File: config.mk
export PLATFORM = sky130hd
export DESIGN_NAME = controlador_cronometros_flat
export DESIGN_NICKNAME = d
export VERILOG_FILES = /design/src/rtl/controlador_cronometros_if.sv /design/src/rtl/controlador_cronometros.sv /design/src/flat_wrapper.sv
export SDC_FILE = /design/constraint.sdc
export NUM_CORES = 1
export LEC_CHECK = 0
export ABC_CLOCK_PERIOD_IN_PS = 2000
export CAP_MARGIN = 20
export CORE_MARGIN = 2
export CORE_UTILIZATION = 40
export CTS_CLUSTER_SIZE = 25
export DETAILED_ROUTE_END_ITERATION = 8
export PLACE_DENSITY = 0.72
export SLEW_MARGIN = 5
export SYNTH_ARGS = -nofsm -noshare
export SYNTH_HDL_FRONTEND = slang
export SYNTH_SLANG_ARGS = --single-unit
File: constraint.sdc
create_clock -name clock_in -period 2 [get_ports clock_in]
set_input_delay 0.3 -clock clock_in [delete_from_list [all_inputs] [get_ports clock_in]]
set_output_delay 0.3 -clock clock_in [all_outputs]
set_load 0.03 [all_outputs]
File: src/rtl/controlador_cronometros_if.sv
// controlador_cronometros_if: button/datapath side of the clock sequencing controller
interface controlador_cronometros_if;
  logic tick_1hz;
  logic btn_iniciar;
  logic btn_posse;
  logic btn_rebote;
  logic [4:0] posse_segundos;
  logic jogo_zero;
  logic habilita_posse;
  logic habilita_jogo;
  logic carga_posse;
  logic [4:0] carga_posse_valor;
  logic carga_jogo;
  logic buzzer;
  logic [2:0] periodo;
  logic fim_jogo;
  logic [2:0] estado;
  modport master (
    output tick_1hz, btn_iniciar, btn_posse, btn_rebote, posse_segundos, jogo_zero,
    input habilita_posse, habilita_jogo, carga_posse, carga_posse_valor, carga_jogo,
    input buzzer, periodo, fim_jogo, estado
  );
  modport slave (
    input tick_1hz, btn_iniciar, btn_posse, btn_rebote, posse_segundos, jogo_zero,
    output habilita_posse, habilita_jogo, carga_posse, carga_posse_valor, carga_jogo,
    output buzzer, periodo, fim_jogo, estado
  );
endinterface

File: src/rtl/controlador_cronometros.sv
// controlador_cronometros: run/stop, reload, expiry, buzzer and period sequencing for shot and game clocks
module controlador_cronometros #(
  parameter logic [4:0] CARGA_LONGA = 5'd24,
  parameter logic [4:0] CARGA_CURTA = 5'd14,
  parameter int BUZZER_TICKS = 3,
  parameter int NUM_PERIODOS = 4
) (
  input logic clock_in,
  input logic reset,
  controlador_cronometros_if.slave bus
);
  localparam int CW = ($clog2(BUZZER_TICKS + 1) < 2) ? 2 : $clog2(BUZZER_TICKS + 1);
  typedef enum logic [2:0] {
    PARADO = 3'd0,
    RODANDO = 3'd1,
    ESTOURO_POSSE = 3'd2,
    FIM_PERIODO = 3'd3,
    FIM_JOGO = 3'd4
  } estado_t;
  estado_t st;
  logic [CW-1:0] ticks;
  logic hab;
  logic carga_posse;
  logic [4:0] carga_valor;
  logic carga_jogo;
  logic buzzer;
  logic [2:0] periodo;
  logic fim_jogo;
  logic ultimo_tick;
  logic ha_periodo;
  assign ultimo_tick = bus.tick_1hz && (ticks == CW'(BUZZER_TICKS - 1));
  assign ha_periodo = periodo < 3'(NUM_PERIODOS);
  // Sequencer: every output is a register updated together with the state
  always_ff @(posedge clock_in) begin
    if (reset) begin
      st <= PARADO;
      ticks <= '0;
      hab <= 1'b0;
      carga_posse <= 1'b0;
      carga_valor <= 5'd0;
      carga_jogo <= 1'b0;
      buzzer <= 1'b0;
      periodo <= 3'd1;
      fim_jogo <= 1'b0;
    end else begin
      carga_posse <= 1'b0;
      carga_valor <= 5'd0;
      carga_jogo <= 1'b0;
      case (st)
        PARADO, RODANDO: begin
          if (st == RODANDO && (bus.jogo_zero || bus.posse_segundos == 5'd0)) begin
            st <= bus.jogo_zero ? FIM_PERIODO : ESTOURO_POSSE;
            hab <= 1'b0;
            buzzer <= 1'b1;
            ticks <= '0;
          end else begin
            if (bus.btn_iniciar) begin
              st <= (st == PARADO) ? RODANDO : PARADO;
              hab <= st == PARADO;
            end
            if (bus.btn_posse) begin
              carga_posse <= 1'b1;
              carga_valor <= CARGA_LONGA;
            end else if (bus.btn_rebote && bus.posse_segundos < CARGA_CURTA) begin
              carga_posse <= 1'b1;
              carga_valor <= CARGA_CURTA;
            end
          end
        end
        ESTOURO_POSSE, FIM_PERIODO: begin
          if (bus.tick_1hz) ticks <= ticks + 1'b1;
          if (ultimo_tick) begin
            buzzer <= 1'b0;
            ticks <= '0;
            if (st == ESTOURO_POSSE || ha_periodo) begin
              st <= PARADO;
              carga_posse <= 1'b1;
              carga_valor <= CARGA_LONGA;
            end else begin
              st <= FIM_JOGO;
              fim_jogo <= 1'b1;
            end
            if (st == FIM_PERIODO && ha_periodo) begin
              periodo <= periodo + 3'd1;
              carga_jogo <= 1'b1;
            end
          end
        end
        default: begin
          st <= FIM_JOGO;
          hab <= 1'b0;
          buzzer <= 1'b0;
          fim_jogo <= 1'b1;
        end
      endcase
    end
  end
  assign bus.habilita_posse = hab;
  assign bus.habilita_jogo = hab;
  assign bus.carga_posse = carga_posse;
  assign bus.carga_posse_valor = carga_valor;
  assign bus.carga_jogo = carga_jogo;
  assign bus.buzzer = buzzer;
  assign bus.periodo = periodo;
  assign bus.fim_jogo = fim_jogo;
  assign bus.estado = st;
endmodule

File: src/flat_wrapper.sv
// flat-port wrapper written by rule: the top's interface ports become plain ports
module controlador_cronometros_flat 
#(
  parameter logic [4:0] CARGA_LONGA = 5'd24,
  parameter logic [4:0] CARGA_CURTA = 5'd14,
  parameter int BUZZER_TICKS = 3,
  parameter int NUM_PERIODOS = 4
)
  (clock_in, reset, bus_tick_1hz, bus_btn_iniciar, bus_btn_posse, bus_btn_rebote, bus_posse_segundos, bus_jogo_zero, bus_habilita_posse, bus_habilita_jogo, bus_carga_posse, bus_carga_posse_valor, bus_carga_jogo, bus_buzzer, bus_periodo, bus_fim_jogo, bus_estado);
  controlador_cronometros_if bus_i ();
  input logic clock_in;
  input logic reset;
  input wire logic [$bits(bus_i.tick_1hz)-1:0] bus_tick_1hz;
  input wire logic [$bits(bus_i.btn_iniciar)-1:0] bus_btn_iniciar;
  input wire logic [$bits(bus_i.btn_posse)-1:0] bus_btn_posse;
  input wire logic [$bits(bus_i.btn_rebote)-1:0] bus_btn_rebote;
  input wire logic [$bits(bus_i.posse_segundos)-1:0] bus_posse_segundos;
  input wire logic [$bits(bus_i.jogo_zero)-1:0] bus_jogo_zero;
  output wire logic [$bits(bus_i.habilita_posse)-1:0] bus_habilita_posse;
  output wire logic [$bits(bus_i.habilita_jogo)-1:0] bus_habilita_jogo;
  output wire logic [$bits(bus_i.carga_posse)-1:0] bus_carga_posse;
  output wire logic [$bits(bus_i.carga_posse_valor)-1:0] bus_carga_posse_valor;
  output wire logic [$bits(bus_i.carga_jogo)-1:0] bus_carga_jogo;
  output wire logic [$bits(bus_i.buzzer)-1:0] bus_buzzer;
  output wire logic [$bits(bus_i.periodo)-1:0] bus_periodo;
  output wire logic [$bits(bus_i.fim_jogo)-1:0] bus_fim_jogo;
  output wire logic [$bits(bus_i.estado)-1:0] bus_estado;
  assign bus_i.tick_1hz = bus_tick_1hz;
  assign bus_i.btn_iniciar = bus_btn_iniciar;
  assign bus_i.btn_posse = bus_btn_posse;
  assign bus_i.btn_rebote = bus_btn_rebote;
  assign bus_i.posse_segundos = bus_posse_segundos;
  assign bus_i.jogo_zero = bus_jogo_zero;
  assign bus_habilita_posse = bus_i.habilita_posse;
  assign bus_habilita_jogo = bus_i.habilita_jogo;
  assign bus_carga_posse = bus_i.carga_posse;
  assign bus_carga_posse_valor = bus_i.carga_posse_valor;
  assign bus_carga_jogo = bus_i.carga_jogo;
  assign bus_buzzer = bus_i.buzzer;
  assign bus_periodo = bus_i.periodo;
  assign bus_fim_jogo = bus_i.fim_jogo;
  assign bus_estado = bus_i.estado;
  controlador_cronometros #(.CARGA_LONGA(CARGA_LONGA), .CARGA_CURTA(CARGA_CURTA), .BUZZER_TICKS(BUZZER_TICKS), .NUM_PERIODOS(NUM_PERIODOS)) u_core (.clock_in(clock_in), .reset(reset), .bus(bus_i));
endmodule
==> results of run 1 <==
[report_power, final]
group          total [mW]  internal [mW]  switching [mW]  leakage [nW]
Clock               0.210          0.111          0.0989        0.0210
Combinational       0.141         0.0655          0.0753         0.240
Sequential          0.347          0.333          0.0134         0.131
Total               0.697          0.510           0.188         0.392
[logic make-up (layout without fill, tap and decap cells)]
group	Yosys count	in the layout	share of synthesized area [%]
simple gates	33	33	26.0
compound gates	21	21	17.1
flops	16	16	43.2
buf+inv	10	36	7.60
mux	2	2	2.70
fa+ha+maj	1	1	1.69
other cells	1	1	0.506
xor+xnor	1	1	1.18
[Yosys cell counts (2+ instances only)]
master | count | area [um^2]
nor3_1 | 5 | 25.0
mux2i_1 | 2 | 20.0
o22ai_1 | 2 | 12.5
a21oi_1 | 9 | 45.0
o21ai_0 | 4 | 20.0
dfxtp_1 | 16 | 320
nor2b_1 | 4 | 25.0
a211oi_1 | 2 | 15.0
clkbuf_1 | 2 | 7.51
nand2_1 | 5 | 18.8
nand2b_1 | 2 | 12.5
inv_1 | 3 | 11.3
nor2_1 | 9 | 33.8
buf_4 | 3 | 22.5
nand3_1 | 2 | 10.0
[layer usage]
layer	routed length (um)	vias to the layer above	track usage, %
li1	-	345	-
met1	723	295	21.1
met2	772	12	25.8
met3	40	2	3.46
met4	15	0	6.67
met5	0	-	0
[cell type report]
| class | count | share of cell area (%) |
|---|---|---|
| clock buffer | 4 | 3.47 |
| multi-input combinational | 59 | 34.9 |
| tap | 25 | 2.99 |
| inverter | 4 | 1.44 |
| sequential | 16 | 30.7 |
| timing repair buffer | 28 | 26.6 |
[state kept, by name, indices dropped and copies added, names as in the netlist]
| signal | flops |
|---|---|
| u_core.bus.buzzer | 1 |
| u_core.bus.carga_jogo | 1 |
| u_core.bus.carga_posse | 1 |
| u_core.bus.carga_posse_valor | 3 |
| u_core.bus.estado | 3 |
| u_core.bus.fim_jogo | 1 |
| u_core.bus.habilita_jogo | 1 |
| u_core.bus.periodo | 3 |
| u_core.ticks | 2 |
[cell usage in the layout, fill, tap and decap left out]
cell             synthesis  layout
inv_2                    1       1
ha_1                     1       1
clkdlybuf4s50_1          0      27
nor3_1                   5       5
inv_1                    3       3
o21ai_0                  4       4
or3_1                    1       1
a211oi_1                 2       2
o22ai_1                  2       2
nand2_1                  5       5
dfxtp_1                 16      16
clkbuf_4                 0       3
or4b_4                   1       1
o21ba_1                  1       1
nand2b_1                 2       2
a31oi_1                  1       1
xor2_1                   1       1
clkbuf_8                 0       1
or2_1                    1       1
nor4_2                   1       1
nor2_1                   9       9
mux2i_1                  2       2
nand3_1                  2       2
nand4b_1                 1       1
nand3b_4                 1       1
a21oi_1                  9       9
buf_4                    3       1
a2111oi_0                1       1
o311ai_0                 1       1
nor2b_1                  4       4
conb_1                   1       1
[tightest hold or removal path, cell delays in order (launching register included)]
cell and delay, ps:
dfxtp_1 320, inv_1 40, a21oi_1 50
[worst max-delay path by stage]
stage | from | to | slack (ps)
final | u_core.bus.estado[1] | bus_estado[1] | 100
after global routing | u_core.bus.estado[1] | bus_estado[1] | 30
after CTS | u_core.bus.estado[1] | bus_estado[1] | 100
after detailed placement | bus_posse_segundos[4] | u_core.bus.estado[1] | 80
after global placement | bus_posse_segundos[4] | u_core.bus.estado[1] | 110
after floorplan | u_core.bus.estado[0] | u_core.bus.periodo[0] | 390
==> impl_metrics.tcl, run 1 <==
set metrics [dict create \
    status "completed" \
    grt.total_usage_pct 16.1 \
    drive_above_1_share_pct 8.11 \
    reg2regPathDepth 4 \
    grt_pass1_vias 586 \
    holdPathEnd "u_core.bus.fim_jogo" \
    fillerInstances 174 \
    dieArea_um2 2210 \
    endpoint_kind "output port" \
    overflow 0 \
    ir_drop_v 0.000341 \
    crit_type "reg2out" \
    min_period_ps 1900 \
    wirelength_um 1550 \
    crit_family "buffers and inverters" \
    ys.flop_type "dfxtp_1" \
    reg2reg_slack_ps 390 \
    fin_crit_sh_pct 94.8 \
    cts_resized 0 \
    timing.final.ws_setup_ps 104 \
    worstPathArrival_ps 1600 \
    initial_utilization_pct 42.9 \
    hp-start "u_core.bus.fim_jogo" \
    antenna_left 0 \
    place_inst 132 \
    ys_seq_elements 16 \
    wl_per_cell_um 11.4 \
    regArea_um2 320 \
    p_per_area_nw_per_um2 667 \
    clkLatencyLatePin_ps 280 \
    row_count 15 \
    place_congestion 0.740 \
    drtPass1Iterations 4 \
    fp.dieW_um 47.0 \
    slowest_delay_ps 750 \
    clockBufferDepth 2 \
    die_height_um 47.0 \
    antenna_found_initial 0 \
    synthToLayoutAreaGrowth_pct 41.0 \
    regToRegStartpoint "u_core.bus.estado[1]" \
    syn_nets 98 \
    path_cells "clkdlybuf4s50_1" \
    fin_nets 125 \
    cts_tree "yes" \
    drcViolationCount 0 \
    cts_made_buffers 3 \
    total_power_mw 0.697 \
    netlist_instances 85 \
    setup-tns-final_ps 0 \
    setup_viol 0 \
    drv_slew 0 \
    worstHoldPathCells 2 \
    cp-start-kind "register" \
    leakagePower_nw 0.392 \
    grt_max_degree 14 \
    core_area_um2 1730 \
    via_count 654 \
    hold_path_class "reg2reg" \
    drv_cap 0 \
    dp_hpwl_um 1200 \
    path_max_fanout 13 \
    syn_area_um2 741 \
    ioPinCount 29 \
    final_core_util_pct 60.5 \
    drt_iter0_markers 9 \
    portBuffers 27 \
    placed_area_um2 1010 \
    post-place-ws_ps 77.6 \
    clkSinkCount 16 \
    holdBufCountCts 0 \
    synthArstFlopShare_pct 0 \
    fin_skew_ps 5.27 \
    htree_levels 1 \
    ys_seq_area_share_pct 43.2 \
    antenna_cells 0 \
    holdWs_ps 446 \
    viasPerCell 4.81 \
    cp.required_ps 1700 \
    final_cells 136 \
    synth_area_per_cell_um2 8.71 \
    cts_setup_buffers 0 \
    synth_edf_count 0 \
    rsz0062_at_grt "false" \
    path_depth 1 \
    design_area_um2 1040 \
    grt_pass1_wl_um 2500 \
    synth.yosys.warnings 0 \
    multiInputGateArea_um2 364 \
    synth_cell_types 30 \
    cts_root_buffer "clkbuf_4" \
    critical_path.slowest_cell "clkdlybuf4s50_1" \
    finalHoldViolCount 0 \
    clk_pin_slew_ps 90 \
    critPathBufInv 1 \
    reg2reg_to "u_core.bus.periodo[2]" \
    max_freq_ghz 0.528 \
]
No activity file was read; power rests on OpenSTA's default activity.
==> inputs of run 2 (changes only) <==
Settings changed: GPL_TIMING_DRIVEN from default to 0.
==> run 2 against run 1 <==
  * Sequential share of layout area down 0.58 points
  * Largest cell class unchanged
  * Power down 5.8%
  * Sequential power shrank 1%
  * Via count rose by 5.8%
  * Core utilization rose by 1.2 points
  * Global-route usage rose by 0.41 points
  * Register-to-register slack improved by 100 ps
  * Critical path depth did not move
  * Flip-flop and latch count stayed put
  * Count of clock-buffer cells in the layout decreased by 1
  * Final area rose by 1.9%
==> impl_metrics.tcl, run 2 (synthesis gave the netlist of run 1 again) <==
set metrics [dict create \
    status "completed" \
    final_common_cell "clkdlybuf4s50_1" \
    post-place-ws_ps 46.2 \
    regArea_um2 320 \
    antenna_left 0 \
    path_cells "clkdlybuf4s50_1" \
    cp.required_ps 1700 \
    worstPathArrival_ps 1440 \
    finalHoldViolCount 0 \
    viasPerCell 4.94 \
    dr_wl_met3_um 59 \
    hp-start "u_core.bus.fim_jogo" \
    cp-start-kind "register" \
    antenna_found_initial 0 \
    crit_family "buffers and inverters" \
    overflow 0 \
    cts_made_buffers 3 \
    path_max_fanout 7 \
    regToRegStartpoint "u_core.bus.estado[1]" \
    crit_type "reg2out" \
    top_layer "met4" \
    dieArea_um2 2210 \
    placed_area_um2 1040 \
    drv_slew 0 \
    critical_path.slowest_cell "clkdlybuf4s50_1" \
    holdBufCountCts 0 \
    final_cell_mix "27 x clkdlybuf4s50_1, 16 x dfxtp_1, 9 x nor2_1, 9 x a21oi_1" \
    fin_crit_sh_pct 86.8 \
    drt_iter0_markers 13 \
    hold_path_class "reg2reg" \
    fillerInstances 162 \
    clkLatencyLatePin_ps 280 \
    fp.dieW_um 47.0 \
    design_area_um2 1060 \
    ir_drop_v 0.000331 \
    cts_tree "yes" \
    min_period_ps 1740 \
    htree_levels 1 \
    critPathBufInv 1 \
    ioPinCount 29 \
    antenna_cells 0 \
    cts_resized 0 \
    grt_pass1_wl_um 2530 \
    wl_met1_um 731 \
    total_power_mw 0.657 \
    wl_met2_um 760 \
    place_congestion 0.782 \
    drv_cap 0 \
    drtPass1Iterations 4 \
    core_area_um2 1730 \
    p_per_area_nw_per_um2 617 \
    max_freq_ghz 0.576 \
    row_count 15 \
    cts_setup_buffers 0 \
    via_count 692 \
    drive_above_1_share_pct 9.57 \
    drcViolationCount 0 \
    timing.final.ws_setup_ps 264 \
    setup-tns-final_ps 0 \
    die_height_um 47.0 \
    fin_skew_ps 1.74 \
    grt.total_usage_pct 16.5 \
    clk_pin_slew_ps 80 \
    cts_root_buffer "clkbuf_4" \
    grt_max_degree 11 \
    leakagePower_nw 0.404 \
    clkSinkCount 16 \
    slowest_delay_ps 710 \
    portBuffers 27 \
    rsz0062_at_grt "false" \
    endpoint_kind "output port" \
    synthToLayoutAreaGrowth_pct 43.7 \
    wl_per_cell_um 11.3 \
    multiInputGateArea_um2 364 \
    wirelength_um 1580 \
    cp-startpoint "u_core.bus.estado[2]" \
    dp_hpwl_um 1220 \
    grt_pass1_vias 620 \
    fin_nets 130 \
    setup_viol 0 \
    clockBufferDepth 2 \
    initial_utilization_pct 42.9 \
    holdWs_ps 445 \
]
run 2: cell types whose count changed in the layout (fill, tap and decap cells not counted), sizes merged:
cell    delta
clkbuf     +1
buf        +3
run 2: power by group:
group / leakage (nW) / switching [mW] / internal, mW
logic: 0.259 / 0.0799 / 0.0696
registers: 0.131 / 0.00935 / 0.333
clock network: 0.0138 / 0.0949 / 0.0700
total: 0.404 / 0.184 / 0.473
run 2: cell type report:
class                   instances  area share, %
well taps                      25           2.94
plain buffers                   6           3.88
multi-input cells              59           34.2
flip-flops and latches         16           30.1
inverters                       4           1.41
repair buffers                 27           25.4
clock buffers                   3           2.12
run 2: final timing paths:
path / endpoint / slack [ps] / cells past startpoint
min reg2reg: u_core.bus.fim_jogo / 450 / 2
max reg2reg: u_core.bus.carga_posse / 490 / 5
min: u_core.bus.fim_jogo / 450 / 2
max: bus_estado[2] / 260 / 1
run 2: per-stage QoR:
stage | util, % | instances
after floorplan | - | 85
after global placement | 60.4 | 137
after detailed placement | 60.4 | 137
after CTS | 61.7 | 140
after global routing | 61.7 | 140
final | 61.7 | 140
run 2: metal layers:
layer	GRT usage, %	vias up
li1	-	358
met1	22.1	312
met2	24.4	18
met3	3.46	4
met4	10.0	0
met5	0	-
